File: src/rtl/sm_icache.sv
// Direct-mapped read-only instruction cache: single-cycle hits, whole-line refill
// from word-addressed ROM on a miss, whole-cache invalidate and hit/miss counters.
module sm_icache #(
  parameter int ADDR_W   = 32,
  parameter int INDEX_W  = 4,
  parameter int OFFSET_W = 2,
  parameter int TAG_W    = ADDR_W - INDEX_W - OFFSET_W
) (
  input  logic              clk,
  input  logic              rst,
  input  logic              cpu_req,
  input  logic [ADDR_W-1:0] cpu_addr,
  output logic              cpu_ready,
  output logic              cpu_valid,
  output logic [31:0]       cpu_rdata,
  input  logic              flush,
  output logic              mem_req,
  output logic [ADDR_W-1:0] mem_addr,
  input  logic              mem_valid,
  input  logic [31:0]       mem_rdata,
  output logic [15:0]       hit_cnt,
  output logic [15:0]       miss_cnt
);

  localparam int WORDS = 1 << OFFSET_W;
  localparam int LINES = 1 << INDEX_W;

  typedef enum logic [1:0] {
    IDLE,
    REFILL,
    RESP
  } state_t;

  state_t              state_q, state_d;
  logic [LINES-1:0]    valid_q, valid_d;
  logic [TAG_W-1:0]    tag_q  [LINES];
  logic [31:0]         data_q [LINES][WORDS];
  logic [ADDR_W-1:0]   req_addr_q, req_addr_d;
  logic [OFFSET_W-1:0] cnt_q, cnt_d;
  logic                cpu_valid_q, cpu_valid_d;
  logic [31:0]         cpu_rdata_q, cpu_rdata_d;
  logic                mem_req_q, mem_req_d;
  logic [ADDR_W-1:0]   mem_addr_q, mem_addr_d;
  logic [15:0]         hit_cnt_q, hit_cnt_d;
  logic [15:0]         miss_cnt_q, miss_cnt_d;
  logic                flush_pending_q, flush_pending_d;

  logic [OFFSET_W-1:0] cpu_off, req_off, cnt_inc;
  logic [INDEX_W-1:0]  cpu_idx, req_idx;
  logic [TAG_W-1:0]    cpu_tag, req_tag;
  logic                cpu_hit, fill_beat, last_word;
  logic                fill_we, tag_we;

  assign cpu_off = cpu_addr[OFFSET_W-1:0];
  assign cpu_idx = cpu_addr[OFFSET_W+INDEX_W-1:OFFSET_W];
  assign cpu_tag = cpu_addr[ADDR_W-1:OFFSET_W+INDEX_W];
  assign req_off = req_addr_q[OFFSET_W-1:0];
  assign req_idx = req_addr_q[OFFSET_W+INDEX_W-1:OFFSET_W];
  assign req_tag = req_addr_q[ADDR_W-1:OFFSET_W+INDEX_W];

  assign cpu_hit   = valid_q[cpu_idx] && (tag_q[cpu_idx] == cpu_tag);
  assign fill_beat = mem_req_q && mem_valid;
  assign last_word = (cnt_q == OFFSET_W'(WORDS - 1));
  assign cnt_inc   = cnt_q + OFFSET_W'(1);

  assign cpu_ready = (state_q == IDLE) && !flush && !flush_pending_q;
  assign cpu_valid = cpu_valid_q;
  assign cpu_rdata = cpu_rdata_q;
  assign mem_req   = mem_req_q;
  assign mem_addr  = mem_addr_q;
  assign hit_cnt   = hit_cnt_q;
  assign miss_cnt  = miss_cnt_q;

  always_comb begin
    state_d         = state_q;
    valid_d         = valid_q;
    req_addr_d      = req_addr_q;
    cnt_d           = cnt_q;
    cpu_valid_d     = 1'b0;
    cpu_rdata_d     = cpu_rdata_q;
    mem_req_d       = mem_req_q;
    mem_addr_d      = mem_addr_q;
    hit_cnt_d       = hit_cnt_q;
    miss_cnt_d      = miss_cnt_q;
    flush_pending_d = flush_pending_q;
    fill_we         = 1'b0;
    tag_we          = 1'b0;

    // A flush while busy is deferred so the in-flight refill still completes.
    if (flush && (state_q != IDLE)) begin
      flush_pending_d = 1'b1;
    end

    unique case (state_q)
      IDLE: begin
        if (flush || flush_pending_q) begin
          valid_d         = '0;
          flush_pending_d = 1'b0;
        end else if (cpu_req) begin
          if (cpu_hit) begin
            cpu_valid_d = 1'b1;
            cpu_rdata_d = data_q[cpu_idx][cpu_off];
            hit_cnt_d   = hit_cnt_q + 16'd1;
          end else begin
            req_addr_d = cpu_addr;
            miss_cnt_d = miss_cnt_q + 16'd1;
            cnt_d      = '0;
            mem_req_d  = 1'b1;
            mem_addr_d = {cpu_tag, cpu_idx, {OFFSET_W{1'b0}}};
            state_d    = REFILL;
          end
        end
      end

      REFILL: begin
        if (fill_beat) begin
          fill_we    = 1'b1;
          cnt_d      = cnt_inc;
          mem_addr_d = {req_tag, req_idx, cnt_inc};
          // The requested word may be arriving right now, so bypass the array.
          if (last_word) begin
            valid_d[req_idx] = 1'b1;
            tag_we           = 1'b1;
            mem_req_d        = 1'b0;
            cpu_valid_d      = 1'b1;
            cpu_rdata_d      = (req_off == cnt_q) ? mem_rdata : data_q[req_idx][req_off];
            state_d          = RESP;
          end
        end
      end

      RESP: begin
        state_d = IDLE;
      end

      default: begin
        state_d = IDLE;
      end
    endcase
  end

  always_ff @(posedge clk) begin
    if (rst) begin
      state_q         <= IDLE;
      valid_q         <= '0;
      req_addr_q      <= '0;
      cnt_q           <= '0;
      cpu_valid_q     <= 1'b0;
      cpu_rdata_q     <= '0;
      mem_req_q       <= 1'b0;
      mem_addr_q      <= '0;
      hit_cnt_q       <= '0;
      miss_cnt_q      <= '0;
      flush_pending_q <= 1'b0;
    end else begin
      state_q         <= state_d;
      valid_q         <= valid_d;
      req_addr_q      <= req_addr_d;
      cnt_q           <= cnt_d;
      cpu_valid_q     <= cpu_valid_d;
      cpu_rdata_q     <= cpu_rdata_d;
      mem_req_q       <= mem_req_d;
      mem_addr_q      <= mem_addr_d;
      hit_cnt_q       <= hit_cnt_d;
      miss_cnt_q      <= miss_cnt_d;
      flush_pending_q <= flush_pending_d;
    end
  end

  // Tag and data storage need no reset; the valid vector guards them.
  always_ff @(posedge clk) begin
    if (fill_we) begin
      data_q[req_idx][cnt_q] <= mem_rdata;
    end
    if (tag_we) begin
      tag_q[req_idx] <= req_tag;
    end
  end

endmodule

File: config.mk
export PLATFORM = sky130hd
export DESIGN_NAME = sm_icache
export DESIGN_NICKNAME = d
export VERILOG_FILES = /design/src/rtl/sm_icache.sv
export SDC_FILE = /design/constraint.sdc
export NUM_CORES = 2
export LEC_CHECK = 0
export BUFFER_PORTS_ARGS = -buffer_cell sky130_fd_sc_hd__buf_2
export CORE_UTILIZATION = 39
export DETAILED_ROUTE_END_ITERATION = 10
export RECOVER_POWER = 100
export SLEW_MARGIN = 10
export SYNTH_ARGS = -nofsm -noshare
export SYNTH_HDL_FRONTEND = slang
export SYNTH_SLANG_ARGS = --single-unit
File: constraint.sdc
create_clock -name clk -period 4.74 [get_ports clk]
set_clock_uncertainty 0.2 [all_clocks]
set_input_delay 0.474 -clock clk [delete_from_list [all_inputs] [get_ports clk]]
set_output_delay 0.474 -clock clk [all_outputs]
set_load 0.1 [all_outputs]
==> impl_metrics.yaml <==
run_status:
  status: "finished with violations"
  failed_checks: "max-capacitance violations, max-slew violations"
clocking:
  cts-htree-levels: 5
  clock_latency_ns: 0.89
  cts_tree: "done"
  clkSlewWorstSetupHoldPaths_ns: 0.06
  cts_sinks: 2617
  cts_buffers: 287
  clockRootBuffer: "clkbuf_16"
  postCtsSetupRepairBufs: 0
  clk_path_buf_depth: 4
worst_setup_path:
  cp_num_buf_inv: 2
  cp.depth: 6
  rr_startpoint: "state_q[0]"
  slowest_delay_ns: 1.44
  crit_required_ns: 5.01
  timing.rr.end: "data_q[2][32]"
  worst_r2r_path_depth: 6
  cp.arrival_ns: 4.94
  crit_start: "state_q[0]"
  critPathCaptureType: "flip-flop"
  rrSetupSlack_ns: 0.07
  crit_path_max_fanout: 16
  crit_family: "simple AND/OR/NAND/NOR gates"
  critPathLaunchType: "flip-flop"
  critPathKind: "flip-flop to flip-flop"
  cp_slowest_cell: "nor2_2"
  crit_chain: "nor2b_1 > and3_1 > nand2_1 > clkbuf_2 > nor2_2 > clkbuf_4"
pwr:
  ir_worst_vdd_v: 0.0003351
  p_sw_mw: 11.44
  p_sw_share_pct: 22.52
  sequentialPowerShare_pct: 50.1
  power_leakage_nw: 40.55
  p_int_mw: 39.37
  pwr_density_cell_mw_per_mm2: 378.8
  p_comb_share_pct: 7.2
  power.total_mw: 50.82
  p_clk_share_pct: 42.7
yosys:
  syn_area_mm2: 0.1178
  yosysMostFrequentCell: "edfxtp_1"
  ys_top_cells_by_count: "edfxtp_1, mux4_2, clkbuf_1, nor2_1, dfxtp_1"
  synth_area_leaders: "edfxtp_1, mux4_2, dfxtp_1, mux2i_1, clkbuf_1"
  synthesis.nets: 5547
  synth_edf_count: 2464
  yosys_most_used_dff: "edfxtp_1"
  synth-async-reset-ratio_pct: 0
  synth_area_leader_cell: "edfxtp_1"
  yosys_warnings: 0
  synth_seq_cells: 2617
  ys_seq_area_share_pct: 65.42
  syn_inst: 5472
  avgSynthCellArea_um2: 21.52
  yosysUniqueCellTypes: 80
  synth_top_area_share_pct: 62.82
min_path:
  min_delay_worst_endpoint: "req_addr_q[1]"
  min_from: "cpu_addr[1]"
  whs_path_depth: 4
  min_path_type: "input pin to flip-flop"
drt:
  routedWlPerCell_um: 37.59
  first_pass_iters: 7
  drc: 0
  dr_total_vias: 64870
  ant_nets: 0
  drt_first_iter_violations: 9492
  viasPerCell: 6.457
  wl_um: 377700
sta:
  timing_hold_violations_final: 0
  setup_violations: 0
  layout_setup_ws_ns: 0.07225
  worstMarginPinSlew_ns: 2.950
  fmax_mhz: 214.2
  finalCritPeriodShare_pct: 98.48
  fin_crit_ns: 4.668
  slew_headroom_pct: -96.69
  drv_slew: 3094
  rsz0062_at_grt: "false"
placed_design:
  gp_congestion: 0.8220
  dp_slack_ns: -0.1461
  hpwl_um: 206700
  dpl_cell_area_mm2: 0.1260
  io_buffers: 167
grt:
  grt_antenna_before_repair: 27
  grt_pass1_vias: 64950
  grt_pass1_wl_um: 520200
  grt_max_degree: 121
  grt-ovfl-total: 0
  grt_usage_pct: 24.72
floorplanning:
  die-area_mm2: 0.3042
  io_pins: 168
  fp-row-count: 201
  fp.dieW_um: 551.5
  fp.coreArea_mm2: 0.3000
  start_util_pct: 39.26
  fp.dieH_um: 551.5
layout:
  final_cell_area_mm2: 0.1342
  drive_gt1_share_pct: 37.26
  syn_to_final_growth_pct: 13.91
  final_nets: 5945
  finish.utilization_pct: 44.72
flow_run:
  cap_viol_max_count: 91
## how the worst max path moves through the flow
stage	endpoint
floorplan	cpu_rdata[22]
global placement	cpu_rdata[14]
detailed placement	cpu_rdata[2]
CTS	req_addr_q[7]
global route	cpu_rdata[20]
finish	data_q[2][32]
## repair_timing
action,4_1_cts,5_1_grt
resized for setup,0,1
hold buffers,42,0
endpoints found under the setup margin,0,5
hold endpoints to repair,184,0
## worst reg2reg max path: cells and delay by family (launching register included)
family / cells / cell delay, ns
DFF: 1 / 0.51
buffers and inverters: 2 / 1.22
and+or+nand+nor: 4 / 2.31
## kinds of logic after synthesis
logic type	Yosys count	synth area share, %
flops	2617	65.42
xor+xnor	25	0.1859
simple gates	480	1.998
mux	1591	28.75
fa+ha+maj	6	0.06374
compound gates	304	1.892
buf+inv	449	1.685
## power by group through the flow
stage                     Combinational [mW]  Clock, mW  Sequential [mW]
after detailed placement                3.65          0             25.9
after floorplan                         2.20          0             26.0
after CTS                               3.68       22.0             25.4
after global placement                  3.63          0             25.9
after global routing                    3.83       22.7             25.4
final                                   3.66       21.7             25.5
## layer usage
layer | share of wire, % | global-route usage, % | vias to the layer above
met4 | 3.6 | 8.196 | 22
met3 | 11 | 5.801 | 678
met1 | 39 | 34.20 | 35330
met5 | 0.054 | 0 | -
met2 | 47 | 38.62 | 3955
li1 | - | - | 24890
## sequential cells by signal, summed over array words and instances (netlist names), named ones only
signal and cells:
cnt_q 1, cpu_rdata 32, cpu_valid 1, data_q 2048
flush_pending_q 1, hit_cnt 16, mem_addr 31, mem_req 1
miss_cnt 16, req_addr_q 32, state_q 2, tag_q 416
valid_q 16
## cell type report
type	count	area, um2
fillers	25250	165900
flip-flops and latches	2617	77080
multi-input cells	2406	39070
clock buffers	361	7801
well taps	3958	4952
repair buffers	543	4061
clock inverters	140	1120
inverters	15	63.81
diodes	7	17.52
## cells in the final DEF (no fill, tap or decap), types with 16 or more instances in the layout
cell type	count
dlygate4sd3_1	42
buf_12	62
clkbuf_2	84
edfxtp_1	2464
clkbuf_1	218
dfxtp_1	147
nor2_4	35
mux2i_1	110
clkbuf_16	296
a311oi_1	26
buf_4	132
mux4_1	19
mux2_2	26
buf_2	40
mux2_1	33
clkinv_1	51
a311oi_2	31
mux4_2	1403
nor2_1	123
nand3_1	87
nand2_1	74
xnor2_1	16
nor2b_1	63
o21ai_0	53
clkinv_2	49
a21oi_1	92
## per-stage QoR
stage,std cells,setup TNS (ns),hold WS (ns)
floorplan,5472,0,0.2315
global placement,9498,-0.5035,0.2420
detailed placement,9498,-0.2681,0.2574
CTS,10040,0,0.003072
global route,10050,0,0.1230
finish,10050,0,0.1511
Power figures use the tool's default switching activity.
